`src/rtl/cfg_loader_pkg.sv`:
```
// Shared types and constants for the configuration bitstream loader.
package cfg_loader_pkg;

  typedef enum logic [1:0] {
    StIdle,
    StLoad,
    StCheck,
    StFinish
  } state_e;

  localparam logic [7:0] CrcPoly = 8'h07;
  localparam logic [7:0] CrcInit = 8'h00;

endpackage

```
`src/rtl/cfg_crc8.sv`:
```
// Serial CRC-8 over the shifted chain bits, register updated MSB-first.
module cfg_crc8
  import cfg_loader_pkg::*;
(
  input  logic       clk,
  input  logic       clear,
  input  logic       bit_en,
  input  logic       bit_in,
  output logic [7:0] crc
);

  logic [7:0] crc_q, crc_d;
  logic       fb;

  always_comb begin
    fb    = crc_q[7] ^ bit_in;
    crc_d = crc_q;
    if (clear) begin
      crc_d = CrcInit;
    end else if (bit_en) begin
      crc_d = {crc_q[6:0], 1'b0} ^ (fb ? CrcPoly : 8'h00);
    end
  end

  always_ff @(posedge clk) begin
    crc_q <= crc_d;
  end

  assign crc = crc_q;

endmodule

```
`src/rtl/cfg_stream_loader.sv`:
```
// Streams host bitstream words LSB-first into a configuration scan chain.
// Define CFG_CRC_EN to add the trailing CRC-8 check word (CHECK state, crc_err).
module cfg_stream_loader
  import cfg_loader_pkg::*;
#(
  parameter int unsigned WORD_W = 8,
  parameter int unsigned CNT_W  = 16
) (
  input  logic              prog_clk,
  input  logic              prog_rst_n,
  input  logic              start,
  input  logic [CNT_W-1:0]  bit_count,
  input  logic              abort,
  input  logic [WORD_W-1:0] wr_data,
  input  logic              wr_valid,
  output logic              wr_ready,
  output logic              chain_data,
  output logic              chain_en,
  output logic              busy,
  output logic              done,
  output logic              aborted,
  output logic              crc_err
);

  localparam int unsigned FillW = $clog2(WORD_W + 1);

  state_e            state_q, state_d;
  logic [WORD_W-1:0] buf_q, buf_d;
  logic [FillW-1:0]  fill_q, fill_d;
  logic [CNT_W-1:0]  remain_q, remain_d;
  logic              zero_done_q, zero_done_d;
  logic              aborted_q, aborted_d;
  logic              last_shift, accept, abort_hit;

`ifdef CFG_CRC_EN
  logic [7:0] crc;
  logic       crc_clear;
  logic       crc_err_q, crc_err_d;

  cfg_crc8 u_crc (
    .clk    (prog_clk),
    .clear  (crc_clear),
    .bit_en (chain_en),
    .bit_in (buf_q[0]),
    .crc    (crc)
  );
`endif

  // Handshake and shift enables; abort masks both in the same cycle.
  always_comb begin
    chain_en   = (state_q == StLoad) && (fill_q != '0) && !abort;
    last_shift = chain_en && (remain_q == CNT_W'(1));
    wr_ready   = 1'b0;
    if (state_q == StLoad) begin
      // Refill during the last buffered bit, unless that bit ends the load.
      wr_ready = !abort && ((fill_q == '0) ||
                            (chain_en && (fill_q == FillW'(1)) && !last_shift));
    end
`ifdef CFG_CRC_EN
    else if (state_q == StCheck) begin
      wr_ready = !abort;
    end
`endif
    accept    = wr_valid && wr_ready;
    abort_hit = abort && ((state_q == StLoad) || (state_q == StCheck));
  end

  always_comb begin
    state_d     = state_q;
    buf_d       = buf_q;
    fill_d      = fill_q;
    remain_d    = remain_q;
    zero_done_d = 1'b0;
    aborted_d   = 1'b0;
`ifdef CFG_CRC_EN
    crc_clear   = !prog_rst_n;
    crc_err_d   = crc_err_q;
`endif
    unique case (state_q)
      StIdle: begin
        if (start) begin
`ifdef CFG_CRC_EN
          crc_clear = 1'b1;
          crc_err_d = 1'b0;
`endif
          if (bit_count != '0) begin
            remain_d = bit_count;
            state_d  = StLoad;
          end else begin
            zero_done_d = 1'b1;
          end
        end
      end
      StLoad: begin
        if (chain_en) begin
          buf_d    = buf_q >> 1;
          fill_d   = fill_q - FillW'(1);
          remain_d = remain_q - CNT_W'(1);
        end
        if (accept) begin
          buf_d  = wr_data;
          fill_d = FillW'(WORD_W);
        end
        if (last_shift) begin
          buf_d  = '0;
          fill_d = '0;
`ifdef CFG_CRC_EN
          state_d = StCheck;
`else
          state_d = StFinish;
`endif
        end
      end
`ifdef CFG_CRC_EN
      StCheck: begin
        if (accept) begin
          if (wr_data[7:0] != crc) begin
            crc_err_d = 1'b1;
          end
          state_d = StFinish;
        end
      end
`endif
      StFinish: state_d = StIdle;
      default:  state_d = StIdle;
    endcase
    if (abort_hit) begin
      state_d   = StIdle;
      buf_d     = '0;
      fill_d    = '0;
      remain_d  = '0;
      aborted_d = 1'b1;
    end
  end

  always_ff @(posedge prog_clk) begin
    if (!prog_rst_n) begin
      state_q     <= StIdle;
      buf_q       <= '0;
      fill_q      <= '0;
      remain_q    <= '0;
      zero_done_q <= 1'b0;
      aborted_q   <= 1'b0;
    end else begin
      state_q     <= state_d;
      buf_q       <= buf_d;
      fill_q      <= fill_d;
      remain_q    <= remain_d;
      zero_done_q <= zero_done_d;
      aborted_q   <= aborted_d;
    end
  end

`ifdef CFG_CRC_EN
  always_ff @(posedge prog_clk) begin
    if (!prog_rst_n) begin
      crc_err_q <= 1'b0;
    end else begin
      crc_err_q <= crc_err_d;
    end
  end
  assign crc_err = crc_err_q;
`else
  assign crc_err = 1'b0;
`endif

  assign chain_data = buf_q[0];
  assign busy       = (state_q != StIdle);
  assign done       = (state_q == StFinish) || zero_done_q;
  assign aborted    = aborted_q;

endmodule
```
`config.mk`:
```
export PLATFORM = sky130hd
export DESIGN_NAME = cfg_stream_loader
export DESIGN_NICKNAME = d
export VERILOG_FILES = /design/src/rtl/cfg_loader_pkg.sv /design/src/rtl/cfg_crc8.sv /design/src/rtl/cfg_stream_loader.sv
export SDC_FILE = /design/constraint.sdc
export NUM_CORES = 1
export LEC_CHECK = 0
export ABC_CLOCK_PERIOD_IN_PS = 2000
export CAP_MARGIN = 20
export CORE_ASPECT_RATIO = 1.5
export CORE_UTILIZATION = 40
export CTS_BUF_LIST = sky130_fd_sc_hd__clkbuf_8
export DETAILED_ROUTE_END_ITERATION = 10
export DONT_BUFFER_PORTS = 1
export GPL_TIMING_DRIVEN = 0
export PLACE_DENSITY = 0.65
export SYNTH_ARGS = -nofsm -noshare
export SYNTH_HDL_FRONTEND = slang
export SYNTH_SLANG_ARGS = --single-unit
```
`constraint.sdc`:
```
create_clock -name prog_clk -period 2 [get_ports prog_clk]
set_clock_uncertainty 0.15 [all_clocks]
set_input_delay 0.4 -clock prog_clk [delete_from_list [all_inputs] [get_ports prog_clk]]
set_output_delay 0.4 -clock prog_clk [all_outputs]
set_load 0.01 [all_outputs]
```
### Yosys cells after proc, flatten, opt, wreduce, memory -nomap -nowiden

Cells that the tools add are included.

| word-level totals | value |
|---|---|
| input port bits | 29 |
| output and inout bits | 7 |
| bits in registers | 32 |
| word-level logic and storage cells | 60 |

| cells by class | value |
|---|---|
| mux-type cells | 17 |
| reductions and logical operators | 25 |
| add/sub/neg operators | 2 |
| bitwise operators | 1 |
| equality and inequality tests | 9 |

Operator list:

| kind | count |
|---|---|
| $mux W16 | 3 |
| $pmux W16 S2 | 1 |
| $mux W8 | 3 |
| $eq A16 B1 Y1 const B | 1 |
| $reduce_bool A16 Y1 | 1 |
| $sub A16 B1 Y16 const B | 1 |
| $mux W4 | 3 |
| $logic_and A1 B1 Y1 | 8 |
| $ne A2 B2 Y1 const B | 4 |
| $mux W2 | 3 |
| $reduce_and A3 Y1 | 2 |
| $eq A2 B2 Y1 const B | 2 |
| $eq A4 B1 Y1 const B | 1 |
| $logic_not A4 Y1 | 1 |
| $pmux W2 S2 | 1 |
| $reduce_and A4 Y1 | 1 |
| $reduce_bool A2 Y1 | 2 |
| $reduce_bool A4 Y1 | 1 |
| $sub A4 B1 Y4 const B | 1 |
| $logic_or A1 B1 Y1 | 3 |
| $mux W1 | 3 |
| $reduce_bool A3 Y1 | 1 |
| $eq A2 B1 Y1 const B | 1 |
| $logic_not A1 Y1 | 2 |
| 4 further kinds | 4 |

### Longest topological paths before layout

| depth | value |
|---|---|
| word-level depth | 12 |
| mapped depth | 9 |
| depth with buffers taken out | 7 |

### Worst setup path before layout

No wires, ideal clock.

| timing path | value |
|---|---|
| path kind | input to register |
| start | input port bit_count[13] |
| end | register remain_q[4] |
| slack | -0.228 ns |
| data arrival time | 1.945 ns |
| required time | 1.717 ns |
| library setup time | 0.133 ns |
| buffers on the path | 1 |
| stages on the path | 6 |
| cells stage by stage | or4_1 or3_4 or3_4 nand2_4 buf_8 o32ai_1 |

| between the ends | value |
|---|---|
| longest elaborated chain between the ends | 3 |

RTL lines:

| item | RTL line | text |
|---|---|---|
| start: declaration | cfg_stream_loader.sv:12 | `input logic [CNT_W-1:0] bit_count,` |
| $reduce_bool A16 Y1 | cfg_stream_loader.sv:86 | `if (bit_count != '0) begin` |
| $ne A2 B2 Y1 (no source line) | n/a |  |
| $reduce_and A4 Y1 (no source line) | n/a |  |
| end signal: assignment | cfg_stream_loader.sv:148 | `remain_q <= remain_d;` |
| end: declaration | cfg_stream_loader.sv:30 | `logic [CNT_W-1:0] remain_q, remain_d;` |

No other way between the ends.
A chain may end at the register's enable or synchronous reset.

### Worst setup path after layout

| timing path | value |
|---|---|
| start | register remain_q[9] |
| end | output port wr_ready |

| between the ends | value |
|---|---|
| longest elaborated chain between the ends | 7 |

RTL lines:

| item | RTL line | text |
|---|---|---|
| $eq A16 B1 Y1 | cfg_stream_loader.sv:52 | `last_shift = chain_en && (remain_q == CNT_W'(1));` |
| $logic_and A1 B1 Y1 | cfg_stream_loader.sv:52 |  |
| $logic_not A1 Y1 | cfg_stream_loader.sv:57 | `(chain_en && (fill_q == FillW'(1)) && !last_shift));` |
| $logic_and A1 B1 Y1 | cfg_stream_loader.sv:57 |  |
| $logic_or A1 B1 Y1 | cfg_stream_loader.sv:56 | `wr_ready = !abort && ((fill_q == '0) \|\|` |
| $logic_and A1 B1 Y1 | cfg_stream_loader.sv:56 |  |
| $mux W1 | cfg_stream_loader.sv:54 | `if (state_q == StLoad) begin` |
| end: declaration | cfg_stream_loader.sv:16 | `output logic wr_ready,` |

No other way between the ends.

==> impl_results.html <==
<table>
<tr><th>Metric</th><th>Value</th></tr>
<tr><th colspan="2">Run status</th></tr>
<tr><td>Result of the run</td><td>finished with violations</td></tr>
<tr><td>Violated checks</td><td>negative setup slack</td></tr>
<tr><th colspan="2">STA</th></tr>
<tr><td>Minimum clock period</td><td>2.17 ns</td></tr>
<tr><td>Final critical-path setup slack</td><td>-0.166 ns</td></tr>
<tr><td>Worst relative slew slack</td><td>0.622</td></tr>
<tr><td>RSZ-0062 raised after global routing</td><td>true</td></tr>
<tr><td>Tcrit/Tclk final</td><td>1.08</td></tr>
<tr><td>Timing-limited maximum frequency</td><td>462 MHz</td></tr>
<tr><td>Final Max Tran Viols</td><td>0</td></tr>
<tr><td>Number of setup violations in the final report</td><td>24</td></tr>
<tr><td>Fin. Hold Viols</td><td>0</td></tr>
<tr><td>Post-route setup TNS</td><td>-1.93 ns</td></tr>
<tr><td>Measured slew at the worst slew-check pin</td><td>0.568 ns</td></tr>
<tr><th colspan="2">Critical path</th></tr>
<tr><td>Crit Path Max Fanout</td><td>4</td></tr>
<tr><td>Critical Path Start Type</td><td>flip-flop</td></tr>
<tr><td>WS Path Type</td><td>flip-flop to output pin</td></tr>
<tr><td>Required time of the critical path</td><td>1.45 ns</td></tr>
<tr><td>Max stage delay cell, worst path</td><td>nor4_4</td></tr>
<tr><td>Reg2reg end</td><td>remain_q[13]</td></tr>
<tr><td>R2r startpoint</td><td>remain_q[7]</td></tr>
<tr><td>Data arrival time at the worst-slack endpoint</td><td>1.62 ns</td></tr>
<tr><td>Family with the most delay on the worst path</td><td>simple AND/OR/NAND/NOR gates</td></tr>
<tr><td>Series of cell instances along the critical path</td><td>nor4_4 -&gt; nand4_1 -&gt; buf_6 -&gt; a21oi_2 -&gt; nor4_4</td></tr>
<tr><td>Register-to-register setup slack</td><td>-0.15 ns</td></tr>
<tr><td>Instance count on the critical path</td><td>5</td></tr>
<tr><td>Critical Path Most Common Cell</td><td>nor4_4</td></tr>
<tr><td>Stage delay of the slowest cell on the critical path</td><td>0.37 ns</td></tr>
<tr><td>CP bufs+invs</td><td>1</td></tr>
<tr><td>Crit path to</td><td>wr_ready</td></tr>
<tr><td>Reg2Reg Depth</td><td>6</td></tr>
<tr><td>Setup crit start</td><td>remain_q[9]</td></tr>
<tr><td>Kind of capture point of the worst setup path</td><td>output pin</td></tr>
<tr><th colspan="2">Placed design</th></tr>
<tr><td>Number of buffers added on ports</td><td>0</td></tr>
<tr><td>Final weighted congestion in routability-driven placement</td><td>0.840</td></tr>
<tr><td>Half-perimeter wire length after placement</td><td>4.08 mm</td></tr>
<tr><th colspan="2">Flow run</th></tr>
<tr><td>Max Cap Viol</td><td>0</td></tr>
<tr><th colspan="2">Floorplan</th></tr>
<tr><td>Placeable core region</td><td>0.00512 mm2</td></tr>
<tr><td>Die height</td><td>90.9 um</td></tr>
<tr><td>Effective utilization at floorplan</td><td>0.411</td></tr>
<tr><td>Die footprint</td><td>0.00557 mm2</td></tr>
<tr><td>Count of standard-cell rows</td><td>32</td></tr>
<tr><td>Die span in x</td><td>61.3 um</td></tr>
<tr><td>Number of top-level pins</td><td>36</td></tr>
<tr><th colspan="2">CTS</th></tr>
<tr><td>TritonCTS Buffers</td><td>5</td></tr>
<tr><td>Clk_lat worst skew</td><td>0.29 ns</td></tr>
<tr><td>Clock transition at the registers of the reported paths</td><td>0.07 ns</td></tr>
<tr><td>Root buffer cell</td><td>clkbuf_8</td></tr>
<tr><td>CTS sink cnt</td><td>32</td></tr>
<tr><td>H-tree Lvls</td><td>2</td></tr>
<tr><td>Number of buffers between clock root and the deepest sink</td><td>2</td></tr>
<tr><td>Clock tree from TritonCTS</td><td>yes</td></tr>
<tr><th colspan="2">Final layout</th></tr>
<tr><td>Ratio of cells with drive above 1 in the final layout</td><td>0.460</td></tr>
<tr><td>Commonest non-fill, non-tap cells in the layout</td><td>buf_4, nand2_1, dfxtp_1</td></tr>
<tr><td>Most common cell after layout, fill and taps aside</td><td>buf_4</td></tr>
<tr><td>Diode insertion count for antenna repair</td><td>0</td></tr>
<tr><td>Nets</td><td>326</td></tr>
<tr><td>Area growth from synthesis to layout</td><td>45.8%</td></tr>
<tr><td>Total of fill cells in the finished design</td><td>456</td></tr>
<tr><th colspan="2">Power</th></tr>
<tr><td>Power per cell area</td><td>1680 mW/mm2</td></tr>
<tr><td>IR Drop Worst-Case VDD</td><td>0.636 mV</td></tr>
<tr><td>Final total power</td><td>0.00517 W</td></tr>
<tr><td>Static power due to leakage</td><td>1.18 nW</td></tr>
<tr><th colspan="2">Route</th></tr>
<tr><td>Wire length per cell</td><td>19.7 um</td></tr>
<tr><td>Drt pass-1 iters</td><td>4</td></tr>
<tr><td>Initial drt markers</td><td>149</td></tr>
<tr><td>Routed WL</td><td>7.03 mm</td></tr>
<tr><td>Post-detailed-route via-to-cell ratio</td><td>6.16</td></tr>
<tr><td>Overall via count from detail_route</td><td>2198</td></tr>
<tr><td>DRC Markers</td><td>0</td></tr>
<tr><td>Remaining antenna violation count</td><td>0</td></tr>
<tr><th colspan="2">Yosys</th></tr>
<tr><td>Prevailing post-synth register cell</td><td>dfxtp_1</td></tr>
<tr><td>Count of flip-flops with a built-in enable after synthesis</td><td>0</td></tr>
<tr><td>Share of the synthesized area in the top cell type</td><td>0.304</td></tr>
<tr><td>Post-Synthesis Net Count</td><td>288</td></tr>
<tr><td>Mean Syn Cell Area</td><td>8.43 um2</td></tr>
<tr><td>Cell taking the most area after synthesis</td><td>dfxtp_1</td></tr>
<tr><td>Count of mapped cells out of synthesis</td><td>250</td></tr>
<tr><td>Cells taking the most area after synthesis</td><td>dfxtp_1, mux2i_1, ha_1, nand2_1, nor2b_1</td></tr>
<tr><td>Yosys synthesis warning count</td><td>0</td></tr>
<tr><td>FF+latch count, synth</td><td>32</td></tr>
<tr><td>Count of different cell masters after synthesis</td><td>52</td></tr>
<tr><td>Share of synthesized flip-flops with an asynchronous set or reset</td><td>0</td></tr>
<tr><td>Synth Cell Area</td><td>0.00211 mm2</td></tr>
<tr><td>Sequential cell area fraction in the yosys report</td><td>0.304</td></tr>
<tr><th colspan="2">Global route</th></tr>
<tr><td>Global-route usage over all layers</td><td>0.255</td></tr>
<tr><td>First-pass GRT wire length</td><td>10.4 mm</td></tr>
<tr><td>Number of global-route vias before repair</td><td>2180</td></tr>
<tr><td>Largest net degree at the start of global routing</td><td>11</td></tr>
<tr><td>Aggregate global routing overflow</td><td>0</td></tr>
<tr><td>Initial antenna violation count</td><td>0</td></tr>
<tr><th colspan="2">Worst hold path</th></tr>
<tr><td>Type of the tightest min-delay check</td><td>primary input to flip-flop</td></tr>
</table>
-- power breakdown --
| part | total [W] | internal [W] | switching, W |
|---|---|---|---|
| Sequential | 0.00114 | 0.000843 | 0.000293 |
| Combinational | 0.00341 | 0.00167 | 0.00174 |
| Clock | 0.000624 | 0.000365 | 0.000259 |
| Total | 0.00517 | 0.00288 | 0.00229 |
-- per-layer routing --
| layer | GRT usage | up-vias | routed length (um) |
|---|---|---|---|
| met5 | 0 | - | 0 |
| met4 | 0.123 | 0 | 299 |
| met3 | 0.0731 | 31 | 518 |
| met2 | 0.439 | 112 | 3730 |
| met1 | 0.269 | 1054 | 2490 |
| li1 | - | 1001 | - |
-- cells in the mapped netlist, types with 3 or more instances --
| library cell | n |
|---|---|
| dfxtp_1 | 32 |
| nand2_1 | 29 |
| mux2i_1 | 15 |
| nor2_1 | 14 |
| nor2b_1 | 12 |
| clkbuf_1 | 11 |
| inv_1 | 11 |
| ha_1 | 9 |
| o21ai_0 | 9 |
| o31ai_1 | 9 |
| a211oi_1 | 7 |
| a21oi_1 | 7 |
| a31oi_1 | 7 |
| nor4_1 | 6 |
| o311ai_0 | 6 |
| o32ai_1 | 6 |
| a21boi_0 | 5 |
| nor3_1 | 5 |
| nand3_1 | 4 |
| and3_1 | 3 |
| or3_1 | 3 |
-- cells by family after synthesis --
logic type      count (synthesis)  synth area share
simple gates                   99             0.274
compound gates                 65             0.226
flops                          32             0.304
buf+inv                        28            0.0647
mux                            15            0.0713
fa+ha+maj                       9            0.0534
other cells                     1           0.00178
xor+xnor                        1           0.00416
-- final cells by class --
type	count	area, um2	area share
Multi-Input combinational cell	190	1710	0.557
Sequential cell	32	666	0.217
Timing Repair Buffer	34	325	0.106
Inverter	11	48.8	0.0159
Clock inverter	3	38.8	0.0126
Tap cell	68	85.1	0.0277
Buffer	14	128	0.0415
Clock buffer	5	68.8	0.0224
-- per-stage QoR --
stage | instances | hold WS (ns) | area [um2] | setup WS [ns] | util
floorplan | 250 | 0.275 | 2110 | -0.177 | -
global placement | 318 | 0.290 | 2200 | -0.438 | 0.428
detailed placement | 318 | 0.298 | 2200 | -0.415 | 0.428
CTS | 344 | 0.115 | 2770 | -0.119 | 0.541
global route | 357 | 0.110 | 3070 | -0.303 | 0.599
finish | 357 | 0.113 | 3070 | -0.166 | 0.599
-- registers in the layout, indices dropped and copies added (netlist names) --
| name | count |
|---|---|
| state_q | 2 |
| remain_q | 16 |
| aborted | 1 |
| buf_q | 8 |
| fill_q | 4 |
| zero_done_q | 1 |
-- worst reg2reg max path: stages, from the launching register on --
cell,delay (ns)
dfxtp_4,0.37
or4_4,0.59
nor4_4,0.34
buf_4,0.18
a21boi_2,0.06
o311ai_4,0.25
o31ai_4,0.10
-- worst min-delay path by stage --
stage / start / depth (start not counted) / endpoint
2_1_floorplan: buf_q[1] / 2 / buf_q[1]
3_3_place_gp: buf_q[1] / 2 / buf_q[1]
3_5_place_dp: buf_q[2] / 2 / buf_q[2]
4_1_cts: abort / 1 / aborted
5_1_grt: abort / 1 / aborted
6_report: prog_rst_n / 1 / zero_done_q
-- what timing repair did --
| action | CTS | global route |
|---|---|---|
| cloned | 2 | 1 |
| pin swaps | 22 | 24 |
| hold endpoints to repair | 0 | 0 |
| setup endpoints to repair | 33 | 32 |
| hold buffers | 0 | 0 |
| gates resized for setup | 70 | 62 |
| buffers inserted | 19 | 14 |
No activity file was read; power rests on OpenSTA's default activity.
